`src/rtl/fp16_pkg.sv`:
```
// rtl/fp16_pkg.sv - shared FP16 field widths, tag constants and tagged-entry type
package fp16_pkg;

  localparam int EXP_W  = 5;
  localparam int MAN_W  = 10;
  localparam int DATA_W = 1 + EXP_W + MAN_W;

  localparam logic [DATA_W-2:0] FP16_SAT_MAG = 15'h7fff;
  localparam logic [DATA_W-1:0] FP16_ZERO    = 16'h0000;

  typedef struct packed {
    logic              sat;
    logic              zero;
    logic [DATA_W-1:0] data;
  } fp16_tag_t;

endpackage

```
`src/rtl/fp16_classify.sv`:
```
// rtl/fp16_classify.sv - combinational saturated / +0 tagging of an FP16 product
module fp16_classify
  import fp16_pkg::*;
(
  input  logic [DATA_W-1:0] data,
  output logic              sat,
  output logic              zero
);

  // Sign is ignored for saturation; -0 is deliberately not tagged as zero.
  assign sat  = (data[DATA_W-2:0] == FP16_SAT_MAG);
  assign zero = (data == FP16_ZERO);

endmodule

```
`src/rtl/fp16_result_fifo.sv`:
```
// rtl/fp16_result_fifo.sv - tagged FWFT result FIFO behind the FP16 multiplier
module fp16_result_fifo
  import fp16_pkg::*;
#(
  parameter int DEPTH = 8,
  parameter int CNT_W = 16
) (
  input  logic                    clk,
  input  logic                    rst,
  input  logic                    in_valid,
  input  logic [15:0]             in_data,
  output logic                    out_valid,
  input  logic                    out_ready,
  output logic [15:0]             out_data,
  output logic                    out_sat,
  output logic                    out_zero,
  output logic                    full,
  output logic                    empty,
  output logic [$clog2(DEPTH):0]  level,
  output logic [CNT_W-1:0]        drop_cnt,
  output logic [CNT_W-1:0]        sat_cnt,
  input  logic                    clr_cnt
);

  localparam int PTR_W = $clog2(DEPTH);
  localparam int LVL_W = PTR_W + 1;
  localparam logic [LVL_W-1:0] FULL_LVL = LVL_W'(DEPTH);

  fp16_tag_t        mem [DEPTH];
  fp16_tag_t        in_tag;
  fp16_tag_t        head_q;
  fp16_tag_t        head_next;
  logic [PTR_W-1:0] wr_ptr;
  logic [PTR_W-1:0] rd_ptr;
  logic [PTR_W-1:0] rd_next;
  logic [LVL_W-1:0] level_next;
  logic             in_sat;
  logic             in_zero;
  logic             push;
  logic             pop;
  logic             drop;

  fp16_classify u_classify (
    .data (in_data),
    .sat  (in_sat),
    .zero (in_zero)
  );

  assign in_tag = {in_sat, in_zero, in_data};

  assign pop  = !empty && out_ready;
  assign push = in_valid && (!full || pop);
  assign drop = in_valid && full && !pop;

  // The head register is loaded with the entry that will be at the head after
  // this edge; a write into that very slot has to be forwarded from in_tag.
  always_comb begin
    rd_next    = pop ? rd_ptr + 1'b1 : rd_ptr;
    level_next = level;
    head_next  = head_q;
    case ({push, pop})
      2'b10:   level_next = level + 1'b1;
      2'b01:   level_next = level - 1'b1;
      default: level_next = level;
    endcase
    if (level_next != '0) begin
      if (push && (rd_next == wr_ptr)) head_next = in_tag;
      else                             head_next = mem[rd_next];
    end
  end

  always_ff @(posedge clk) begin
    if (push) mem[wr_ptr] <= in_tag;
  end

  always_ff @(posedge clk or posedge rst) begin
    if (rst) begin
      wr_ptr <= '0;
      rd_ptr <= '0;
      level  <= '0;
      full   <= 1'b0;
      empty  <= 1'b1;
      head_q <= '0;
    end else begin
      if (push) wr_ptr <= wr_ptr + 1'b1;
      rd_ptr <= rd_next;
      level  <= level_next;
      full   <= (level_next == FULL_LVL);
      empty  <= (level_next == '0);
      head_q <= head_next;
    end
  end

  always_ff @(posedge clk or posedge rst) begin
    if (rst) begin
      drop_cnt <= '0;
      sat_cnt  <= '0;
    end else if (clr_cnt) begin
      drop_cnt <= '0;
      sat_cnt  <= '0;
    end else begin
      if (drop && (drop_cnt != '1))            drop_cnt <= drop_cnt + 1'b1;
      if (push && in_sat && (sat_cnt != '1))   sat_cnt  <= sat_cnt + 1'b1;
    end
  end

  assign out_valid = !empty;
  assign out_data  = head_q.data;
  assign out_sat   = head_q.sat;
  assign out_zero  = head_q.zero;

endmodule

```
`config.mk`:
```
export PLATFORM = sky130hd
export DESIGN_NAME = fp16_result_fifo
export DESIGN_NICKNAME = d
export VERILOG_FILES = /design/src/rtl/fp16_pkg.sv /design/src/rtl/fp16_classify.sv /design/src/rtl/fp16_result_fifo.sv
export SDC_FILE = /design/constraint.sdc
export NUM_CORES = 1
export LEC_CHECK = 0
export CORE_MARGIN = 5
export CORE_UTILIZATION = 58
export CTS_CLUSTER_SIZE = 40
export DETAILED_ROUTE_END_ITERATION = 10
export GPL_TIMING_DRIVEN = 0
export PLACE_DENSITY = 0.84
export SETUP_SLACK_MARGIN = 0.2
export SLEW_MARGIN = 40
export SYNTH_ARGS = -nofsm -noshare
export SYNTH_HDL_FRONTEND = slang
export SYNTH_SLANG_ARGS = --single-unit
```
`constraint.sdc`:
```
create_clock -name clk -period 3.8 [get_ports clk]
set_clock_uncertainty 0.1 [all_clocks]
set_input_delay 1.14 -clock clk [delete_from_list [all_inputs] [get_ports clk]]
set_output_delay 1.14 -clock clk [all_outputs]
set_load 0.01 [all_outputs]
```
==> results.yml, run 1 <==
grt:
  via_count_of_the_first_global_routing_pass: 6352
  global_route_wire_length_before_repair_um: 34600
  antenna_found_initial: 1
  grt_start_max_net_pins: 39
  groute.layer.met2.usage_pct: 43.4
  grt_use_total_pct: 24.6
  overflow: 0
  grt.met3_usage_pct: 4.25
  gr_met1_demand_resource_pct: 31.8
  grt_busiest_layer: "met2"
sta:
  setup-violations-final: 0
  maxSlewHeadroom_pct: 45.3
  layout_setup_ws_ns: 0.282
  worst_slew_pin_slew_ns: 0.813
  finalWorstPathRequiredPeriod_ns: 3.52
  fin_worst_hold_slack_ns: 0.421
  maxSlewViolCount: 0
  max_clock_freq_mhz: 284
  hold_viol: 0
  total_neg_setup_slack_ns: 0
  layout_worst_path_cycle_share_pct: 92.6
  rsz0062_at_grt: "yes"
worst_hold_path:
  worst_hold_path_depth: 2
  hold-path-endpoint: "out_data[15]$_DFFE_PP0P_"
  timing.hold.worst.class: "flip-flop to flip-flop"
  hp-start: "out_data[15]$_DFFE_PP0P_"
route:
  avgViaCountPerCell: 6.27
  remaining_drc_errors: 0
  drt_first_iter_violations: 628
  ant_nets: 0
  detailedRoute.firstPassIterationCount: 5
  vias: 6013
  wl_per_cell_um: 23.0
  routed_wirelength_um: 22100
worst_setup_path:
  kind_of_launch_point_of_the_worst_setup_path: "input pin"
  critical_path.top_delay_family: "buffers and inverters"
  cp.arrival_ns: 3.82
  worst-r2r-setup-slack_ns: 0.74
  worstSetupEndpointType: "flip-flop"
  r2r_cells: 14
  timing.rr.start: "empty$_DFF_PP1_"
  worst_path_max_delay_cell: "clkdlybuf4s50_1"
  cpPeakStageDelay_ns: 0.50
  cp.buffers_inverters: 5
  critical_path.max_fanout: 9
  critical_path.cell_chain: "clkdlybuf4s50_1 > inv_1 > a21oi_4 > inv_4 > ha_4 > xor2_2 > ha_2 > a21oi_2 > xor2_1 > or3_1 > and2_1 > nand3_2 > buf_8 > buf_12 > mux2i_1"
  timing.critical_path.required_ns: 4.11
  reg2reg_to: "out_data[6]$_DFFE_PP0P_"
  timing.setup.critical_path_class: "input pin to flip-flop"
power:
  vdd.ir_drop.worst_uv: 348
  power_density_nw_per_um2: 816
  static-leakage-power_uw: 0.00408
synth:
  syn-mean-instance-area_um2: 14.2
  yosys_warnings: 0
  synth.ff_latch_count: 206
  synth_cell_types: 48
  seq_area_frac_synth_pct: 65.4
  number_of_standard_cells_after_synthesis: 635
  post_synth_instance_area_um2: 8990
  syn-num-nets: 663
clock_tree:
  clock_tree.buffer_depth: 3
  cts_max_level: 1
  tritoncts: "yes"
  worst_skew_pair.late_latency_ns: 0.49
  tritoncts_num_sinks: 206
  ctsRootBufferMaster: "clkbuf_16"
  hold_buffers: 0
  worst_setup_hold_path_clk_slew_ns: 0.06
  tritoncts.num_buffers: 21
flow_run:
  total_of_max_cap_violations: 0
die:
  core_area_um2: 15200
  fp.dieArea_um2: 18100
  boundaryPins: 78
  placementRows: 45
  floorplan.die.width_um: 135
  initial_utilization_pct: 59.1
  die_height_um: 135
layout:
  commonest_cells_after_routing_fill_and_taps_aside: "edfxtp_1, clkdlybuf4s50_1, mux2_2"
  layout-drive-gt1-share_pct: 22.3
  fin_util_pct: 72.7
  nNetsFinal: 785
  antenna_cells: 0
  layout_commonest_cell: "edfxtp_1"
  area_growth_syn_to_layout_pct: 23.0
placement:
  dpl_worst_slack_ns: -0.762
  io_buffer_count: 77
  place_hpwl_um: 14300
  gp_congestion: 0.862
outcome:
  run_status: "complete, no violations"
worst register-to-register path, cell delays in order, from the launching register on:
cell and delay, ns:
dfstp_2 0.57, nand2b_1 0.17, buf_4 0.13, inv_2 0.09, ha_4 0.21, xor2_2 0.18, ha_2 0.20, a21oi_2 0.12
xor2_1 0.09, or3_1 0.34, and2_1 0.21, nand3_2 0.10, buf_8 0.12, buf_12 0.14, mux2i_1 0.21
power by group:
part	internal, uW	switching, uW	total (uW)
sequential	2850	203	3050
combinational	1770	2120	3890
clock	1270	818	2080
total	5880	3140	9030
synth_stat cells, drive strengths merged:
cell | instances | area share [%]
o32a | 1 | 0.11
a31oi | 3 | 0.38
nand2 | 20 | 0.83
o31a | 17 | 1.7
and3 | 5 | 0.35
or3 | 5 | 0.35
a21oi | 7 | 0.56
and4bb | 1 | 0.14
nand4 | 29 | 2.0
nand4b | 1 | 0.097
nor2 | 35 | 1.5
or2 | 2 | 0.14
ha | 7 | 0.97
mux2i | 19 | 2.1
and4 | 3 | 0.29
nand2b | 7 | 0.49
a32oi | 2 | 0.28
clkbuf | 12 | 0.50
dfstp | 1 | 0.29
buf | 16 | 1.1
and3b | 2 | 0.19
o21bai | 2 | 0.17
nor3b | 2 | 0.17
edfxtp | 144 | 48
dfrtp | 61 | 17
nand3b | 1 | 0.084
mux2 | 73 | 9.1
xnor2 | 18 | 2.0
o21ai | 4 | 0.22
nor3 | 16 | 0.89
and2 | 2 | 0.14
a211oi | 3 | 0.25
o22ai | 37 | 2.6
xor2 | 18 | 1.8
xnor3 | 1 | 0.25
a311oi | 1 | 0.097
nand3 | 12 | 0.67
nor4 | 10 | 0.70
inv | 35 | 1.5
logic make-up after synthesis:
group                      after synthesis  synth area share [%]
adders and majority gates                7                 0.974
xor gates and xnor gates                37                  4.05
DFF                                    206                  65.4
buffers and inverters                   63                  3.06
and+or+nand+nor                        153                  9.00
AOI/OAI and AO/OA                       77                  6.29
muxes                                   92                  11.3
state kept, by name (all words and copies together) (netlist names):
name      cells
out_sat       1
sat_cnt      16
wr_ptr        3
empty         1
drop_cnt     16
out_zero      1
mem         144
out_data     16
full          1
level         4
rd_ptr        3
per-stage QoR:
| stage | total power, uW | area, um^2 | std cells |
|---|---|---|---|
| floorplan | 5520 | 9040 | 635 |
| global placement | 6550 | 10000 | 900 |
| detailed placement | 6790 | 10300 | 916 |
| CTS | 8970 | 11000 | 958 |
| global route | 9390 | 11100 | 959 |
| finish | 9030 | 11100 | 959 |
routing by layer:
metal  vias to the layer above  wire [um]
li1                       2645          -
met1                      2994       8580
met2                       320      11200
met3                        52       1770
met4                         2        507
met5                         -         12
worst max-delay path by stage:
stage | to | cells past startpoint | slack (ns) | from
floorplan | out_data[0]$_DFFE_PP0P_ | 15 | 0.21 | out_ready
global placement | mem[1][11]$_DFFE_PP_ | 6 | -1.31 | out_ready
detailed placement | out_zero$_DFFE_PP0P_ | 16 | -0.76 | out_ready
CTS | out_data[7]$_DFFE_PP0P_ | 15 | 0.33 | in_valid
global route | out_zero$_DFFE_PP0P_ | 14 | 0.15 | in_valid
finish | out_data[6]$_DFFE_PP0P_ | 15 | 0.28 | in_valid
area by class of cell:
class / instances / area (um^2)
multi-input combinational: 366 / 2960
tap: 188 / 235
clock inverter: 7 / 115
clock buffer: 30 / 579
buffer: 28 / 170
timing repair buffer: 99 / 982
fill: 926 / 4150
sequential: 206 / 5880
inverter: 35 / 136
repair_timing:
action | CTS | global route
endpoints found under the hold margin | 0 | 0
gates cloned | 0 | 0
pin swaps | 1 | 2
resized for setup | 7 | 3
buffers inserted | 5 | 1
endpoints found under the setup margin | 19 | 19
Note: power is estimated with default switching activity, not from simulation.
==> run 2, diff against run 1 <==
--- a/config.mk
+++ b/config.mk
@@ -11,6 +11,7 @@
 export DETAILED_ROUTE_END_ITERATION = 10
 export GPL_TIMING_DRIVEN = 0
 export PLACE_DENSITY = 0.84
+export RECOVER_POWER = 25
 export SETUP_SLACK_MARGIN = 0.2
 export SLEW_MARGIN = 40
 export SYNTH_ARGS = -nofsm -noshare
==> results.yml, run 2 (synthesized netlist as in run 1, its figures left out) <==
die:
  core_area_um2: 15200
  floorplan.die.width_um: 135
  fp.dieArea_um2: 18100
  initial_utilization_pct: 59.1
  die_height_um: 135
  placementRows: 45
  boundaryPins: 78
grt:
  grt_use_total_pct: 24.6
  overflow: 0
  via_count_of_the_first_global_routing_pass: 6352
  global_route_wire_length_before_repair_um: 34600
  grt_start_max_net_pins: 39
  antenna_found_initial: 1
placement:
  dp.cells: 916
  place_hpwl_um: 14300
  gp_congestion: 0.862
  io_buffer_count: 77
worst_setup_path:
  critical_path.max_fanout: 11
  timing.critical_path.required_ns: 4.06
  critical_path.cell_chain: "dlygate4sd3_1 > nand3_1 > nor4_2 > nor3b_1 > mux2i_1 > nor2_1"
  cpPeakStageDelay_ns: 0.79
  critical_path.top_delay_family: "simple AND/OR/NAND/NOR gates"
  r2r_cells: 14
  worst_path_max_delay_cell: "dlygate4sd3_1"
  worst-r2r-setup-slack_ns: 0.72
  cp.buffers_inverters: 1
  timing.setup.critical_path_class: "input pin to flip-flop"
  kind_of_launch_point_of_the_worst_setup_path: "input pin"
  cp.arrival_ns: 3.79
  timing.rr.start: "empty$_DFF_PP1_"
  worstSetupEndpointType: "flip-flop"
  reg2reg_to: "out_data[7]$_DFFE_PP0P_"
flow_run:
  total_of_max_cap_violations: 0
sta:
  setup-violations-final: 0
  fin_worst_hold_slack_ns: 0.419
  hold_viol: 0
  worst_slew_pin_slew_ns: 1.35
  max_clock_freq_mhz: 283
  rsz0062_at_grt: "yes"
  layout_worst_path_cycle_share_pct: 92.9
  finalWorstPathRequiredPeriod_ns: 3.53
  maxSlewViolCount: 0
  maxSlewHeadroom_pct: 9.20
layout:
  area_growth_syn_to_layout_pct: 22.8
  largest_reg_by_ff_count: "mem"
  post_layout_nonfiller_instances: 959
  nNetsFinal: 785
  layout_commonest_cell: "edfxtp_1"
  antenna_cells: 0
  commonest_cells_after_routing_fill_and_taps_aside: "edfxtp_1, mux2_2, clkdlybuf4s50_1"
  largest_register_ffs: 144
  layout-drive-gt1-share_pct: 22.3
power:
  vdd.ir_drop.worst_uv: 347
  power_density_nw_per_um2: 818
  static-leakage-power_uw: 0.00408
route:
  drt_first_iter_violations: 590
  ant_nets: 0
  avgViaCountPerCell: 6.33
  detailedRoute.firstPassIterationCount: 5
  remaining_drc_errors: 0
  routed_wirelength_um: 22100
  vias: 6072
  wl_per_cell_um: 23.0
clock_tree:
  tritoncts_num_sinks: 206
  worst_skew_pair.late_latency_ns: 0.49
  worst_setup_hold_path_clk_slew_ns: 0.06
  hold_buffers: 0
  cts_max_level: 1
  clock_tree.buffer_depth: 3
  tritoncts: "yes"
  tritoncts.num_buffers: 21
  ctsRootBufferMaster: "clkbuf_16"
worst_hold_path:
  worst_hold_path_depth: 2
  hold-path-endpoint: "out_data[13]$_DFFE_PP0P_"
  timing.hold.worst.class: "flip-flop to flip-flop"
  hp-start: "out_data[13]$_DFFE_PP0P_"
outcome:
  run_status: "complete, no violations"
run 2: cell type report:
| cell class | count | area [um^2] |
|---|---|---|
| Buffer | 28 | 170 |
| Clock buffer | 30 | 579 |
| Clock inverter | 7 | 115 |
| Fill cell | 929 | 4160 |
| Inverter | 35 | 135 |
| Multi-Input combinational cell | 366 | 2960 |
| Sequential cell | 206 | 5880 |
| Tap cell | 188 | 235 |
| Timing Repair Buffer | 99 | 967 |
run 2: worst max path at each step:
stage / start / cells after the start / endpoint
global placement: out_ready / 6 / mem[1][11]$_DFFE_PP_
detailed placement: out_ready / 16 / out_zero$_DFFE_PP0P_
finish: in_data[11] / 6 / sat_cnt[1]$_DFFE_PP0P_
global route: in_data[11] / 6 / sat_cnt[1]$_DFFE_PP0P_
CTS: in_valid / 15 / out_data[7]$_DFFE_PP0P_
floorplan: out_ready / 15 / out_data[0]$_DFFE_PP0P_
run 2: report_power, final:
group          internal [uW]  switching, uW  leakage [uW]
Clock                   1270            818      0.000334
Combinational           1760           2130       0.00163
Sequential              2850            202       0.00211
Total                   5880           3150       0.00408
run 2: metrics by stage:
step                      cell area (um^2)  TNS, ns  total power [uW]  worst slack, ns  util, %
after detailed placement             10300   -12.15              6790           -0.762     67.5
after CTS                            11000        0              8970            0.331     72.6
after global routing                 11000        0              9390            0.108     72.6
final                                11000        0              9030            0.269     72.6
after global placement               10000  -141.39              6550            -1.31     66.1
after floorplan                       9040        0              5520            0.206        -
run 2: per-layer routing:
layer	part of all wire, %	global-route usage (%)	up-vias	wire (um)
li1	-	-	2647	-
met1	39	31.8	3003	8520
met2	51	43.4	356	11200
met3	8.1	4.25	64	1790
met4	2.6	6.56	2	573
met5	0.054	0	-	12
run 2: worst reg2reg max path, delay by kind of cell (launching register included):
family,cells,cell delay [ns]
buffers and inverters,4,0.49
AND/OR/NAND/NOR,4,0.82
flip-flops,1,0.57
AO/OA/AOI/OAI,1,0.12
adder cells (fa/ha/maj),2,0.41
XOR/XNOR,2,0.27
multiplexers,1,0.21
run 2: repair_timing:
item                                   4_1_cts  5_1_grt
endpoints found under the hold margin        0        0
pin swaps                                    1        2
setup buffers                                5        1
setup endpoints to repair                   19       19
resized for setup                            7        3
==> run 3, diff against run 2 <==
--- a/config.mk
+++ b/config.mk
@@ -6,13 +6,15 @@
 export NUM_CORES = 1
 export LEC_CHECK = 0
 export CORE_MARGIN = 5
-export CORE_UTILIZATION = 58
+export CORE_UTILIZATION = 60
 export CTS_CLUSTER_SIZE = 40
 export DETAILED_ROUTE_END_ITERATION = 10
 export GPL_TIMING_DRIVEN = 0
-export PLACE_DENSITY = 0.84
+export HOLD_SLACK_MARGIN = 0.1
+export PLACE_DENSITY = 0.86
 export RECOVER_POWER = 25
 export SETUP_SLACK_MARGIN = 0.2
+export SKIP_CTS_REPAIR_TIMING = 1
 export SLEW_MARGIN = 40
 export SYNTH_ARGS = -nofsm -noshare
 export SYNTH_HDL_FRONTEND = slang
==> constraint.sdc (replaced) <==
create_clock -name clk -period 4.5 [get_ports clk]
set_clock_uncertainty 0.1 [all_clocks]
set_input_delay 1.35 -clock clk [delete_from_list [all_inputs] [get_ports clk]]
set_output_delay 1.35 -clock clk [all_outputs]
set_load 0.01 [all_outputs]
==> results.yml, run 3 (synthesized netlist as in run 1, its figures left out) <==
placement:
  placed_area_um2: 10200
  io_buffer_count: 77
  gp_congestion: 0.891
  place_hpwl_um: 14300
  dpl_worst_slack_ns: -0.915
  dp.cells: 913
clock_tree:
  worst_setup_hold_path_clk_slew_ns: 0.06
  clock_tree.buffer_depth: 3
  cts_max_level: 1
  tritoncts.num_buffers: 21
  tritoncts_num_sinks: 206
  tritoncts: "yes"
  ctsRootBufferMaster: "clkbuf_16"
  worst_skew_pair.late_latency_ns: 0.49
sta:
  layout_worst_path_cycle_share_pct: 94.5
  hold_viol: 0
  maxSlewViolCount: 37
  setup-violations-final: 0
  rsz0062_at_grt: "no"
  finalWorstPathRequiredPeriod_ns: 4.25
  worst_slew_pin_slew_ns: 1.74
  max_clock_freq_mhz: 235
  maxSlewHeadroom_pct: -16.5
  layout_setup_ws_ns: 0.249
worst_setup_path:
  critical_path.max_fanout: 10
  timing.rr.start: "empty$_DFF_PP1_"
  timing.critical_path.required_ns: 4.80
  timing.setup.critical_path_class: "input pin to flip-flop"
  kind_of_launch_point_of_the_worst_setup_path: "input pin"
  worst_path_max_delay_cell: "dlygate4sd3_1"
  worstSetupEndpointType: "flip-flop"
  cp.arrival_ns: 4.55
  cpPeakStageDelay_ns: 0.56
  reg2reg_to: "out_data[14]$_DFFE_PP0P_"
  worst_path_most_repeated_cell: "xor2_1"
  critical_path.cell_chain: "dlygate4sd3_1 > nand2b_1 > buf_4 > a21oi_4 > inv_4 > ha_2 > xor2_1 > ha_1 > a21oi_1 > xor2_1 > or3_1 > and2_1 > nand3_4 > buf_8 > buf_12 > mux2i_1"
  worst-r2r-setup-slack_ns: 1.18
  r2r_cells: 15
layout:
  fillers: 804
  commonest_cells_after_routing_fill_and_taps_aside: "edfxtp_1, mux2_2, clkdlybuf4s50_1"
  nNetsFinal: 791
  layout-drive-gt1-share_pct: 22.8
  largest_register_ffs: 144
  layout_commonest_cell: "edfxtp_1"
  fin_area_um2: 11000
  post_layout_nonfiller_instances: 962
  fin_util_pct: 75.5
  largest_reg_by_ff_count: "mem"
  area_growth_syn_to_layout_pct: 22.5
  antenna_cells: 0
grt:
  grt_use_total_pct: 24.6
  via_count_of_the_first_global_routing_pass: 6402
  grt_start_max_net_pins: 38
  overflow: 0
  antenna_found_initial: 1
  global_route_wire_length_before_repair_um: 34700
die:
  placementRows: 44
  die_height_um: 132
  fp.dieArea_um2: 17500
  initial_utilization_pct: 61.6
  boundaryPins: 78
  core_area_um2: 14600
  floorplan.die.width_um: 132
power:
  static-leakage-power_uw: 0.00409
  power_density_nw_per_um2: 684
  vdd.ir_drop.worst_uv: 338
worst_hold_path:
  worst_hold_path_depth: 2
  hp-start: "out_data[7]$_DFFE_PP0P_"
  hold-path-endpoint: "out_data[7]$_DFFE_PP0P_"
  timing.hold.worst.class: "flip-flop to flip-flop"
route:
  remaining_drc_errors: 0
  ant_nets: 0
  routed_wirelength_um: 22100
  drt_first_iter_violations: 575
  wl_per_cell_um: 23.0
  vias: 6023
  avgViaCountPerCell: 6.26
  detailedRoute.firstPassIterationCount: 5
outcome:
  run_status: "complete, but fails checks"
  violated_checks: "capacitance limit, slew limit"
flow_run:
  total_of_max_cap_violations: 1
## run 3: cell count changes in the layout (fill, tap and decap cells not counted), sizes merged
cell and delta:
inv +2, dlygate4sd3 +2, clkinv +6, dlygate4sd2 -1
buf +6, bufinv -3, clkbuf -4, clkdlybuf4s50 -1
## run 3: metal layers
metal  wire length (um)  GRT usage [%]  vias up
met2              11000           40.6      357
met5                  7              0        -
li1                   -              -     2652
met1               8440           33.2     2956
met3               2020           5.09       56
met4                709           7.92        2
## run 3: area by class of cell
class                      instances  area [um^2]  area share [%]
clock inverter                    12         66.3           0.602
multi-input combinational        366         2950            26.7
tap                              184          230            2.09
clock buffer                      26          576            5.23
buffer                            28          166            1.51
inverter                          35          135            1.23
timing repair buffer             105         1010            9.22
sequential                       206         5880            53.4
## run 3: how the worst max path moves through the flow
stage,start,endpoint,slack (ns),cells past startpoint
finish,out_ready,out_data[14]$_DFFE_PP0P_,0.25,16
global route,out_ready,out_data[14]$_DFFE_PP0P_,0.05,16
detailed placement,out_ready,out_data[0]$_DFFE_PP0P_,-0.92,16
CTS,out_ready,out_data[14]$_DFFE_PP0P_,-0.46,16
global placement,out_ready,mem[5][0]$_DFFE_PP_,-1.13,6
floorplan,out_ready,out_data[0]$_DFFE_PP0P_,0.19,15
## run 3: power by group
group / leakage (uW) / internal, uW / total (uW) / switching (uW)
combinational: 0.00166 / 1520 / 3350 / 1820
sequential: 0.00211 / 2410 / 2570 / 165
clock: 0.000319 / 913 / 1610 / 700
## run 3: worst max-delay path: cells and delay by family
kind / cells / cell delay [ns]
muxes: 1 / 0.22
buffers and inverters: 5 / 1.18
AOI/OAI and AO/OA: 2 / 0.35
adders and majority gates: 2 / 0.42
and+or+nand+nor: 4 / 0.76
xor gates and xnor gates: 2 / 0.26
## run 3: stage by stage
stage / hold WS, ns / total power (uW) / setup TNS, ns
6_report: 0.416 / 7530 / 0
5_1_grt: 0.456 / 7860 / 0
4_1_cts: 0.423 / 7350 / -4.95
3_5_place_dp: 0.413 / 5710 / -14.10
3_3_place_gp: 0.406 / 5490 / -94.65
2_1_floorplan: 0.445 / 4640 / 0
